## src/rtl/tec8_pkg.sv

```systemverilog
// Shared widths, 74181 function codes and register-index type for the TEC-8 datapath.
package tec8_pkg;

  localparam int unsigned DW = 8;
  localparam int unsigned AW = DW;
  localparam int unsigned NREG = 4;

  localparam logic [3:0] ALU_ADD   = 4'b1001;
  localparam logic [3:0] ALU_SUB   = 4'b0110;
  localparam logic [3:0] ALU_INC   = 4'b0000;
  localparam logic [3:0] ALU_DEC   = 4'b1111;
  localparam logic [3:0] ALU_PASSB = 4'b1010;
  localparam logic [3:0] ALU_AND   = 4'b1011;
  localparam logic [3:0] ALU_XOR   = 4'b0110;
  localparam logic [3:0] ALU_PASSA = 4'b1111;

  typedef logic [1:0] reg_idx_t;

endpackage

```

## src/rtl/tec8_datapath_if.sv

```systemverilog
// Controller/memory side of the datapath: per-beat control lines in, flags, IR and memory bus out.
interface tec8_datapath_if #(
  parameter int unsigned DW = 8,
  parameter int unsigned AW = 8
);
  logic          t3;
  logic          drw, pcinc, lpc, lar, pcadd, arinc, selctl, memw;
  logic          lir, ldz, ldc, cin, m, abus, sbus, mbus;
  logic [3:0]    s;
  logic          sel3, sel2, sel1, sel0;
  logic [DW-1:0] sd;
  logic [DW-1:0] mem_rdata;
  logic [AW-1:0] mem_addr;
  logic [DW-1:0] mem_wdata;
  logic          mem_we;
  logic [3:0]    ir;
  logic          c, z;
  logic [AW-1:0] pc_o, ar_o;
  logic [DW-1:0] dbus_o;
  logic          bus_err;

  modport master (
    output t3, drw, pcinc, lpc, lar, pcadd, arinc, selctl, memw,
    output lir, ldz, ldc, cin, m, abus, sbus, mbus, s,
    output sel3, sel2, sel1, sel0, sd, mem_rdata,
    input  mem_addr, mem_wdata, mem_we, ir, c, z, pc_o, ar_o, dbus_o, bus_err
  );

  modport slave (
    input  t3, drw, pcinc, lpc, lar, pcadd, arinc, selctl, memw,
    input  lir, ldz, ldc, cin, m, abus, sbus, mbus, s,
    input  sel3, sel2, sel1, sel0, sd, mem_rdata,
    output mem_addr, mem_wdata, mem_we, ir, c, z, pc_o, ar_o, dbus_o, bus_err
  );
endinterface

```

## src/rtl/tec8_alu74181.sv

```systemverilog
// Combinational 74181-style ALU: full logic set for m=1, reduced arithmetic set for m=0.
module tec8_alu74181 #(
  parameter int unsigned DW = 8
) (
  input  logic [DW-1:0] i_a,
  input  logic [DW-1:0] i_b,
  input  logic [3:0]    i_s,
  input  logic          i_m,
  input  logic          i_ci,
  output logic [DW-1:0] o_f,
  output logic          o_carry
);
  import tec8_pkg::*;

  logic [DW-1:0] w_logic;
  logic [DW-1:0] w_x;
  logic [DW:0]   w_sum;

  // Active-high 74181 logic functions
  always_comb begin
    w_logic = '0;
    case (i_s)
      4'b0000:   w_logic = ~i_a;
      4'b0001:   w_logic = ~(i_a | i_b);
      4'b0010:   w_logic = ~i_a & i_b;
      4'b0011:   w_logic = '0;
      4'b0100:   w_logic = ~(i_a & i_b);
      4'b0101:   w_logic = ~i_b;
      ALU_XOR:   w_logic = i_a ^ i_b;
      4'b0111:   w_logic = i_a & ~i_b;
      4'b1000:   w_logic = ~i_a | i_b;
      4'b1001:   w_logic = ~(i_a ^ i_b);
      ALU_PASSB: w_logic = i_b;
      ALU_AND:   w_logic = i_a & i_b;
      4'b1100:   w_logic = '1;
      4'b1101:   w_logic = i_a | ~i_b;
      4'b1110:   w_logic = i_a | i_b;
      ALU_PASSA: w_logic = i_a;
    endcase
  end

  // Second addend; unlisted codes reduce to A + ci
  always_comb begin
    w_x = '0;
    case (i_s)
      ALU_ADD: w_x = i_b;
      ALU_SUB: w_x = ~i_b;
      ALU_DEC: w_x = '1;
      default: w_x = '0;
    endcase
  end

  assign w_sum   = {1'b0, i_a} + {1'b0, w_x} + (DW+1)'(i_ci);
  assign o_f     = i_m ? w_logic : w_sum[DW-1:0];
  assign o_carry = i_m ? 1'b0 : w_sum[DW];

endmodule

```

## src/rtl/tec8_datapath.sv

```systemverilog
// TEC-8 datapath: register file, PC/AR/IR, C/Z flags, ALU and the shared internal data bus.
module tec8_datapath #(
  parameter int unsigned   DW     = 8,
  parameter int unsigned   AW     = 8,
  parameter logic [AW-1:0] PC_RST = 8'h00
) (
  input  logic          clk,
  input  logic          clr,
  tec8_datapath_if.slave bus
);
  import tec8_pkg::*;

  logic [DW-1:0] r_reg [NREG];
  logic [AW-1:0] r_pc;
  logic [AW-1:0] r_ar;
  logic [DW-1:0] r_ir;
  logic          r_c;
  logic          r_z;

  reg_idx_t      w_a_idx;
  reg_idx_t      w_b_idx;
  logic [DW-1:0] w_ra;
  logic [DW-1:0] w_rb;
  logic [DW-1:0] w_f;
  logic          w_carry;
  logic [DW-1:0] w_dbus;
  logic [AW-1:0] w_pc_off;

  // Register selection: switches when selctl, otherwise the IR operand fields
  assign w_a_idx = bus.selctl ? {bus.sel3, bus.sel2} : r_ir[3:2];
  assign w_b_idx = bus.selctl ? {bus.sel1, bus.sel0} : r_ir[1:0];
  assign w_ra    = r_reg[w_a_idx];
  assign w_rb    = r_reg[w_b_idx];

  // Chip Cn is active-low, hence the inversion of cin
  tec8_alu74181 #(.DW(DW)) u_alu (
    .i_a     (w_ra),
    .i_b     (w_rb),
    .i_s     (bus.s),
    .i_m     (bus.m),
    .i_ci    (~bus.cin),
    .o_f     (w_f),
    .o_carry (w_carry)
  );

  always_comb begin
    w_dbus = '0;
    if (bus.abus)      w_dbus = w_f;
    else if (bus.sbus) w_dbus = bus.sd;
    else if (bus.mbus) w_dbus = bus.mem_rdata;
  end

  assign bus.bus_err = (bus.abus & bus.sbus) | (bus.abus & bus.mbus) | (bus.sbus & bus.mbus);

  assign w_pc_off = {{(AW-4){r_ir[3]}}, r_ir[3:0]};

  // All architectural state advances only on a t3 beat
  always_ff @(posedge clk or negedge clr) begin
    if (!clr) begin
      for (int i = 0; i < int'(NREG); i++) r_reg[i] <= '0;
      r_pc <= PC_RST;
      r_ar <= '0;
      r_ir <= '0;
      r_c  <= 1'b0;
      r_z  <= 1'b0;
    end else if (bus.t3) begin
      if (bus.drw) r_reg[w_a_idx] <= w_dbus;

      if (bus.lpc)        r_pc <= AW'(w_dbus);
      else if (bus.pcadd) r_pc <= r_pc + w_pc_off;
      else if (bus.pcinc) r_pc <= r_pc + AW'(1);

      if (bus.lar)        r_ar <= AW'(w_dbus);
      else if (bus.arinc) r_ar <= r_ar + AW'(1);

      if (bus.lir) r_ir <= bus.mem_rdata;
      if (bus.ldc) r_c  <= w_carry;
      if (bus.ldz) r_z  <= (w_f == '0);
    end
  end

  // Fetch addresses memory through PC, everything else through AR
  assign bus.mem_addr  = bus.lir ? r_pc : r_ar;
  assign bus.mem_wdata = w_dbus;
  assign bus.mem_we    = bus.memw & bus.t3;

  assign bus.ir      = r_ir[DW-1:DW-4];
  assign bus.c       = r_c;
  assign bus.z       = r_z;
  assign bus.pc_o    = r_pc;
  assign bus.ar_o    = r_ar;
  assign bus.dbus_o  = w_dbus;

endmodule

```

## src/flat_wrapper.sv

```systemverilog
// flat-port wrapper written by rule: the top's interface ports become plain ports
module tec8_datapath_flat import tec8_pkg::*;
#(
  parameter int unsigned   DW     = 8,
  parameter int unsigned   AW     = 8,
  parameter logic [AW-1:0] PC_RST = 8'h00
)
  (clk, clr, bus_t3, bus_drw, bus_pcinc, bus_lpc, bus_lar, bus_pcadd, bus_arinc, bus_selctl, bus_memw, bus_lir, bus_ldz, bus_ldc, bus_cin, bus_m, bus_abus, bus_sbus, bus_mbus, bus_s, bus_sel3, bus_sel2, bus_sel1, bus_sel0, bus_sd, bus_mem_rdata, bus_mem_addr, bus_mem_wdata, bus_mem_we, bus_ir, bus_c, bus_z, bus_pc_o, bus_ar_o, bus_dbus_o, bus_bus_err);
  tec8_datapath_if #(.DW(DW), .AW(AW)) bus_i ();
  input  logic clk;
  input  logic clr;
  input wire logic [$bits(bus_i.t3)-1:0] bus_t3;
  input wire logic [$bits(bus_i.drw)-1:0] bus_drw;
  input wire logic [$bits(bus_i.pcinc)-1:0] bus_pcinc;
  input wire logic [$bits(bus_i.lpc)-1:0] bus_lpc;
  input wire logic [$bits(bus_i.lar)-1:0] bus_lar;
  input wire logic [$bits(bus_i.pcadd)-1:0] bus_pcadd;
  input wire logic [$bits(bus_i.arinc)-1:0] bus_arinc;
  input wire logic [$bits(bus_i.selctl)-1:0] bus_selctl;
  input wire logic [$bits(bus_i.memw)-1:0] bus_memw;
  input wire logic [$bits(bus_i.lir)-1:0] bus_lir;
  input wire logic [$bits(bus_i.ldz)-1:0] bus_ldz;
  input wire logic [$bits(bus_i.ldc)-1:0] bus_ldc;
  input wire logic [$bits(bus_i.cin)-1:0] bus_cin;
  input wire logic [$bits(bus_i.m)-1:0] bus_m;
  input wire logic [$bits(bus_i.abus)-1:0] bus_abus;
  input wire logic [$bits(bus_i.sbus)-1:0] bus_sbus;
  input wire logic [$bits(bus_i.mbus)-1:0] bus_mbus;
  input wire logic [$bits(bus_i.s)-1:0] bus_s;
  input wire logic [$bits(bus_i.sel3)-1:0] bus_sel3;
  input wire logic [$bits(bus_i.sel2)-1:0] bus_sel2;
  input wire logic [$bits(bus_i.sel1)-1:0] bus_sel1;
  input wire logic [$bits(bus_i.sel0)-1:0] bus_sel0;
  input wire logic [$bits(bus_i.sd)-1:0] bus_sd;
  input wire logic [$bits(bus_i.mem_rdata)-1:0] bus_mem_rdata;
  output wire logic [$bits(bus_i.mem_addr)-1:0] bus_mem_addr;
  output wire logic [$bits(bus_i.mem_wdata)-1:0] bus_mem_wdata;
  output wire logic [$bits(bus_i.mem_we)-1:0] bus_mem_we;
  output wire logic [$bits(bus_i.ir)-1:0] bus_ir;
  output wire logic [$bits(bus_i.c)-1:0] bus_c;
  output wire logic [$bits(bus_i.z)-1:0] bus_z;
  output wire logic [$bits(bus_i.pc_o)-1:0] bus_pc_o;
  output wire logic [$bits(bus_i.ar_o)-1:0] bus_ar_o;
  output wire logic [$bits(bus_i.dbus_o)-1:0] bus_dbus_o;
  output wire logic [$bits(bus_i.bus_err)-1:0] bus_bus_err;
  assign bus_i.t3 = bus_t3;
  assign bus_i.drw = bus_drw;
  assign bus_i.pcinc = bus_pcinc;
  assign bus_i.lpc = bus_lpc;
  assign bus_i.lar = bus_lar;
  assign bus_i.pcadd = bus_pcadd;
  assign bus_i.arinc = bus_arinc;
  assign bus_i.selctl = bus_selctl;
  assign bus_i.memw = bus_memw;
  assign bus_i.lir = bus_lir;
  assign bus_i.ldz = bus_ldz;
  assign bus_i.ldc = bus_ldc;
  assign bus_i.cin = bus_cin;
  assign bus_i.m = bus_m;
  assign bus_i.abus = bus_abus;
  assign bus_i.sbus = bus_sbus;
  assign bus_i.mbus = bus_mbus;
  assign bus_i.s = bus_s;
  assign bus_i.sel3 = bus_sel3;
  assign bus_i.sel2 = bus_sel2;
  assign bus_i.sel1 = bus_sel1;
  assign bus_i.sel0 = bus_sel0;
  assign bus_i.sd = bus_sd;
  assign bus_i.mem_rdata = bus_mem_rdata;
  assign bus_mem_addr = bus_i.mem_addr;
  assign bus_mem_wdata = bus_i.mem_wdata;
  assign bus_mem_we = bus_i.mem_we;
  assign bus_ir = bus_i.ir;
  assign bus_c = bus_i.c;
  assign bus_z = bus_i.z;
  assign bus_pc_o = bus_i.pc_o;
  assign bus_ar_o = bus_i.ar_o;
  assign bus_dbus_o = bus_i.dbus_o;
  assign bus_bus_err = bus_i.bus_err;
  tec8_datapath #(.DW(DW), .AW(AW), .PC_RST(PC_RST)) u_core (.clk(clk), .clr(clr), .bus(bus_i));
endmodule
```

## config.mk

```make
export PLATFORM = sky130hd
export DESIGN_NAME = tec8_datapath_flat
export DESIGN_NICKNAME = d
export VERILOG_FILES = /design/src/rtl/tec8_pkg.sv /design/src/rtl/tec8_datapath_if.sv /design/src/rtl/tec8_alu74181.sv /design/src/rtl/tec8_datapath.sv /design/src/flat_wrapper.sv
export SDC_FILE = /design/constraint.sdc
export NUM_CORES = 1
export LEC_CHECK = 0
export CORE_ASPECT_RATIO = 1.25
export CORE_MARGIN = 2
export CORE_UTILIZATION = 45
export DETAILED_ROUTE_END_ITERATION = 8
export MAX_ROUTING_LAYER = met4
export PLACE_DENSITY = 0.79
export SLEW_MARGIN = 20
export SYNTH_ARGS = -nofsm -noshare
export SYNTH_HDL_FRONTEND = slang
export SYNTH_SLANG_ARGS = --single-unit
```

## constraint.sdc

```tcl
create_clock -name clk -period 10.7 [get_ports clk]
set_input_delay 3.21 -clock clk [delete_from_list [all_inputs] [get_ports clk]]
set_output_delay 3.21 -clock clk [all_outputs]
set_load 0.02 [all_outputs]
```

Word-level counts from Yosys, hierarchy flattened
Index checks and enable logic that the tools add are counted.
{"block": "totals", "reg_bits": 58, "inputBits": 43, "out_inout_bits": 48}
{"block": "op_classes", "n_addsub": 5, "n_lt_le_gt_ge": 3, "n_eq_ne": 15, "muxes": 24, "n_bitwise": 21, "n_reduce_logical": 11}
{"op": "8-bit case mux with 16 select lines", "count": 1}
{"op": "8-bit two-way mux", "count": 15}
{"op": "8-bit inverter", "count": 5}
{"op": "8-bit binary-select mux with 2-bit select", "count": 2}
{"op": "32-bit bitwise mux", "count": 1}
{"op": "4-bit equality test (second input constant)", "count": 8}
{"op": "8-bit bitwise AND", "count": 3}
{"op": "8-bit OR", "count": 3}
{"op": "8-bit case mux with 3 select lines", "count": 1}
{"op": "8-bit by 1-bit adder with 8-bit output (second input constant)", "count": 2}
{"op": "8-bit demux with 2-bit select", "count": 1}
{"op": "4-bit by 3-bit equality test with 1-bit output (second input constant)", "count": 4}
{"op": "2-bit AND reduction", "count": 6}
{"op": "8-bit by 8-bit adder with 9-bit output", "count": 1}
{"op": "9-bit by 1-bit adder with 9-bit output", "count": 1}
{"op": "8-bit adder", "count": 1}
{"op": "4-bit by 2-bit equality test with 1-bit output (second input constant)", "count": 2}
{"op": "8-bit zero test", "count": 1}
{"op": "8-bit bitwise XOR", "count": 1}
{"op": "3-bit >= comparator (second input constant)", "count": 2}
{"op": "2-bit inverter with 3-bit output", "count": 2}
{"op": "1-bit bitwise AND", "count": 4}
{"op": "4-bit by 1-bit equality test with 1-bit output (second input constant)", "count": 1}
{"op": "4-bit zero test", "count": 1}
{"op": "other kinds (8)", "count": 10}

Logic depth before layout (Yosys ltp)
{"block": "depth", "word_depth": 12, "mapped_depth": 19, "depth_no_buf": 17}

Cells and area by module
Synthesis repeated with hierarchy kept, for this count alone.
{"block": "hier_totals", "hier_cells": 629, "hier_area_um2": 5873.1}
{"module": "tec8_datapath", "instances": 1, "cells_per_inst": 308, "area_per_inst_um2": 3569.7}
{"module": "tec8_alu74181", "instances": 1, "cells_per_inst": 321, "area_per_inst_um2": 2303.5}

Least setup slack after synthesis
Ideal clock, no wire load.
{"block": "synth_path", "kind": "in2out", "from": "input bus_selctl", "to": "output bus_mem_wdata[6]", "arrival_ps": 6342, "required_time_ps": 7490, "slack_ps": 1148, "path_stages": 14, "cell_sequence": "buf_6 -> mux2i_2 -> buf_6 -> mux4_2 -> a21oi_1 -> o22ai_1 -> fa_1 -> a21o_1 -> a21oi_1 -> o21ai_0 -> xor2_1 -> nand2b_1 -> a31oi_4 -> buf_4"}
{"block": "synth_between", "elab_chain_cells": 11}
{"element": "start: declaration", "line_no": "flat_wrapper.sv:19", "text": "input wire logic [$bits(bus_i.selctl)-1:0] bus_selctl;"}
{"element": "2-bit two-way mux", "line_no": "tec8_datapath.sv:31", "text": "assign w_b_idx = bus.selctl ? {bus.sel1, bus.sel0} : r_ir[1:0];"}
{"element": "2-bit inverter with 3-bit output (not written as such)", "line_no": "tec8_datapath.sv:33", "text": "assign w_rb = r_reg[w_b_idx];"}
{"element": "8-bit binary-select mux with 2-bit select", "line_no": "tec8_datapath.sv:33"}
{"element": "8-bit two-way mux (not written as such) (2 in series)", "line_no": "tec8_datapath.sv:33"}
{"element": "8-bit inverter"}
{"element": "8-bit case mux with 3 select lines", "line_no": "tec8_alu74181.sv:45", "text": "case (i_s)"}
{"element": "8-bit by 8-bit adder with 9-bit output", "line_no": "tec8_alu74181.sv:53", "text": "assign w_sum = {1'b0, i_a} + {1'b0, w_x} + (DW+1)'(i_ci);"}
{"element": "9-bit by 1-bit adder with 9-bit output", "line_no": "tec8_alu74181.sv:53"}
{"element": "8-bit two-way mux *", "line_no": "tec8_alu74181.sv:54", "text": "assign o_f = i_m ? w_logic : w_sum[DW-1:0];"}
{"element": "8-bit two-way mux *", "line_no": "tec8_datapath.sv:48", "text": "if (bus.abus) w_dbus = w_f;"}
{"element": "end: declaration", "line_no": "flat_wrapper.sv:37", "text": "output wire logic [$bits(bus_i.mem_wdata)-1:0] bus_mem_wdata;"}
Every way passes the cells marked *; elsewhere a longest branch is shown, timed or not. The select of a mux whose other input is x is not followed.

Final worst setup path
{"block": "layout_path", "from": "input bus_sel0", "to": "output bus_mem_wdata[6]"}
{"block": "layout_between", "elab_chain_cells": 11}
{"element": "start: declaration", "line_no": "flat_wrapper.sv:33", "text": "input wire logic [$bits(bus_i.sel0)-1:0] bus_sel0;"}
{"element": "2-bit two-way mux *", "line_no": "tec8_datapath.sv:31"}
{"element": "2-bit inverter with 3-bit output (not written as such) *", "line_no": "tec8_datapath.sv:33"}
{"element": "8-bit binary-select mux with 2-bit select *", "line_no": "tec8_datapath.sv:33"}
{"element": "8-bit two-way mux (not written as such) * (2 in series)", "line_no": "tec8_datapath.sv:33"}
{"element": "8-bit inverter"}
{"element": "8-bit case mux with 3 select lines", "line_no": "tec8_alu74181.sv:45"}
{"element": "8-bit by 8-bit adder with 9-bit output", "line_no": "tec8_alu74181.sv:53"}
{"element": "9-bit by 1-bit adder with 9-bit output", "line_no": "tec8_alu74181.sv:53"}
{"element": "8-bit two-way mux *", "line_no": "tec8_alu74181.sv:54"}
{"element": "8-bit two-way mux *", "line_no": "tec8_datapath.sv:48"}
Marks and branches as above.

==> flow_summary.json <==
{
  "finalCriticalPeriod_ns": 10.43,
  "regToRegSetupSlack_ns": 6.72,
  "cp-end-kind": "primary output",
  "rows": 46,
  "gp_congestion": 0.989,
  "fmax_mhz": 95.9,
  "die_y_microns": 130,
  "clock_skew_ns": 0.00535,
  "finalSetupViolations": 0,
  "routed_wl_microns": 17600,
  "combPwrFrac": 0.580,
  "final_common_cell": "clkdlybuf4s50_1",
  "r2r_cells": 13,
  "hp-class": "flip-flop to flip-flop",
  "whs_path_depth": 1,
  "cts_tree": "built",
  "use_met3": 0.0360,
  "synth_area_sq_um": 5710,
  "ys_seq_area_frac": 0.254,
  "start_util": 0.455,
  "ys_types": 80,
  "drc": 0,
  "fin_area_sq_um": 7180,
  "grt_overflow": 0,
  "grt_first_pass_wirelength_microns": 27600,
  "slew_headroom": 0.364,
  "async_flop_share": 1.00,
  "drv_slew": 0,
  "worst_r2r_endpoint": "u_core.bus.ar_o[7]",
  "dp_hpwl_microns": 13600,
  "startpoint_type": "input pin",
  "crit_required_ns": 7.49,
  "wl_per_cell_microns": 19.8,
  "die_w_microns": 105,
  "yosys_warnings": 0,
  "leakagePower_nw": 3.04,
  "ioPinCount": 91,
  "synth_edf_count": 0,
  "r2r-start": "u_core.r_ir[0]",
  "ctsHoldBuffers": 0,
  "rsz0062_at_grt": "false",
  "p_clk_frac": 0.185,
  "vias_per_cell": 6.09,
  "min_from": "u_core.r_ir[7]",
  "power-per-cell-area_nw_per_um2": 232,
  "core_sq_um": 12500,
  "place_area_sq_um": 6860,
  "busiest_layer": "met2",
  "synth_nets": 712,
  "mostFrequentLayoutCells": "clkdlybuf4s50_1 (87), dfrtp_1 (58), nand2_1 (51)",
  "clock-sinks": 58,
  "syn-mean-instance-area_sq_um": 9.20,
  "synth_top_flop_cell": "dfrtp_1",
  "swShare": 0.418,
  "fin_crit_sh": 0.975,
  "drive_gt1_frac": 0.189,
  "grt_max_degree": 59,
  "diodes": 0,
  "status": "completed",
  "ys_ff_latch": 58,
  "holdPathEnd": "u_core.r_ir[7]",
  "nets": 806,
  "arrival_ns": 7.22,
  "grt_pass1_vias": 5476,
  "worstMarginPinSlew_ns": 0.950,
  "p_int_uw": 972,
  "num_vias": 5407,
  "clockBufferDepth": 2,
  "syn_inst": 621,
  "ir_drop_mv": 0.129,
  "grt_usage": 0.266,
  "drt-initial-drc-count": 400,
  "clk_pin_slew_ns": 0.05,
  "portBuffers": 90,
  "hold_violations": 0,
  "drtAntennaViolNets": 0,
  "dieArea_sq_um": 13600,
  "worstSetupPathType": "input pin to primary output",
  "antenna_found_initial": 0,
  "drtPass1Iterations": 8,
  "fillers": 1104,
  "setup-tns-final_ns": 0,
  "cp_max_fo": 8,
  "clk_latency_ns": 0.33,
  "htree_num_levels": 3,
  "area_growth_pct": 25.8,
  "maxCapViolations": 0,
  "switchingPower_uw": 697,
  "met2_usage": 0.484,
  "seqPwrFrac": 0.235,
  "cts-root-buf": "clkbuf_16",
  "gr-usage-met1": 0.285,
  "largest_reg_flops": 32,
  "numCtsBuffers": 9
}
==> layout make-up <==
cell class,count,area [sq um],area share
Multi-Input combinational cell,480,3860,0.538
Sequential cell,58,1450,0.202
Timing Repair Buffer,130,1200,0.167
Clock buffer,11,243,0.0338
Tap cell,168,210,0.0293
Inverter,36,135,0.0188
Clock inverter,5,77.6,0.0108
==> cell usage after synthesis, drive strengths merged (4+ instances only) <==
cell	number	share of area
nor2	41	0.027
mux2i	27	0.051
nand2b	9	0.0099
a21oi	44	0.041
nor3b	5	0.0066
nor3	13	0.011
o21ai	29	0.026
nand3	9	0.0079
xnor2	6	0.0092
buf	29	0.034
a22o	5	0.0077
dfrtp	58	0.25
a21o	4	0.0053
mux2	45	0.089
and2	9	0.0099
o22ai	14	0.015
a31o	4	0.0061
o211ai	4	0.0053
nand2	51	0.034
clkbuf	18	0.012
a22oi	5	0.0066
a211oi	5	0.0083
nor2b	12	0.013
a221oi	5	0.0077
nor4	5	0.0066
ha	45	0.099
mux4	13	0.053
a221o	5	0.0088
inv	36	0.024
nand4	6	0.0066
a31oi	6	0.012
o31ai	8	0.016
==> metal layers <==
metal | routed length [microns] | vias up
li1 | - | 2476
met1 | 6730 | 2611
met2 | 9030 | 264
met3 | 1030 | 56
met4 | 761 | 0
met5 | 0 | -
==> through the flow <==
stage / setup slack (ns) / instances / util / total power [mW] / hold WS, ns
finish: 0.267 / 888 / 0.572 / 1.67 / 0.512
CTS: 0.0514 / 888 / 0.572 / 1.66 / 0.511
global route: 0.0594 / 888 / 0.572 / 1.78 / 0.540
global placement: 0.0997 / 872 / 0.547 / 1.29 / 0.491
floorplan: 1.15 / 621 / - / 1.02 / 0.481
detailed placement: 0.0732 / 872 / 0.547 / 1.35 / 0.498
==> critical path, cell delays in order <==
cell and delay, ns:
clkdlybuf4s50_1 0.52, nand2_1 0.07, a32oi_1 0.27, a21oi_1 0.08
o21ai_1 0.23, a21oi_1 0.11, o22a_1 0.20, fa_1 0.39
inv_1 0.09, fa_1 0.20, a21o_1 0.13, a21oi_1 0.09
o21ai_0 0.31, xor2_1 0.18, nand2b_1 0.12, a31oi_4 0.34
clkdlybuf4s50_1 0.67
==> power groups by stage <==
| stage | sequential [mW] | combinational [mW] | clock [mW] |
|---|---|---|---|
| final | 0.392 | 0.968 | 0.309 |
| after global routing | 0.403 | 1.05 | 0.325 |
| after CTS | 0.390 | 0.959 | 0.314 |
| after detailed placement | 0.393 | 0.952 | 0 |
| after global placement | 0.382 | 0.910 | 0 |
| after floorplan | 0.382 | 0.640 | 0 |
==> logic make-up after synthesis <==
group                      after synthesis  synth area share
DFF                                     58             0.254
xor gates and xnor gates                 9            0.0138
and+or+nand+nor                        171             0.147
adders and majority gates               49             0.111
buffers and inverters                   83            0.0690
AOI/OAI and AO/OA                      166             0.213
muxes                                   85             0.192
==> how the worst max path moves through the flow <==
stage	from	cells after the start	end	slack [ns]
6_report	bus_sel0	17	bus_mem_wdata[6]	0.27
5_1_grt	bus_sel0	17	bus_mem_wdata[6]	0.06
4_1_cts	bus_selctl	13	bus_mem_wdata[7]	0.05
3_5_place_dp	bus_selctl	14	bus_dbus_o[6]	0.07
3_3_place_gp	bus_selctl	14	bus_mem_wdata[6]	0.1
2_1_floorplan	bus_selctl	14	bus_mem_wdata[6]	1.15
==> timing repair <==
item / CTS / global route
gates resized for setup: 0 / 2
setup endpoints to repair: 0 / 10
buffers inserted: 0 / 0
Note: power is estimated with default switching activity, not from simulation.
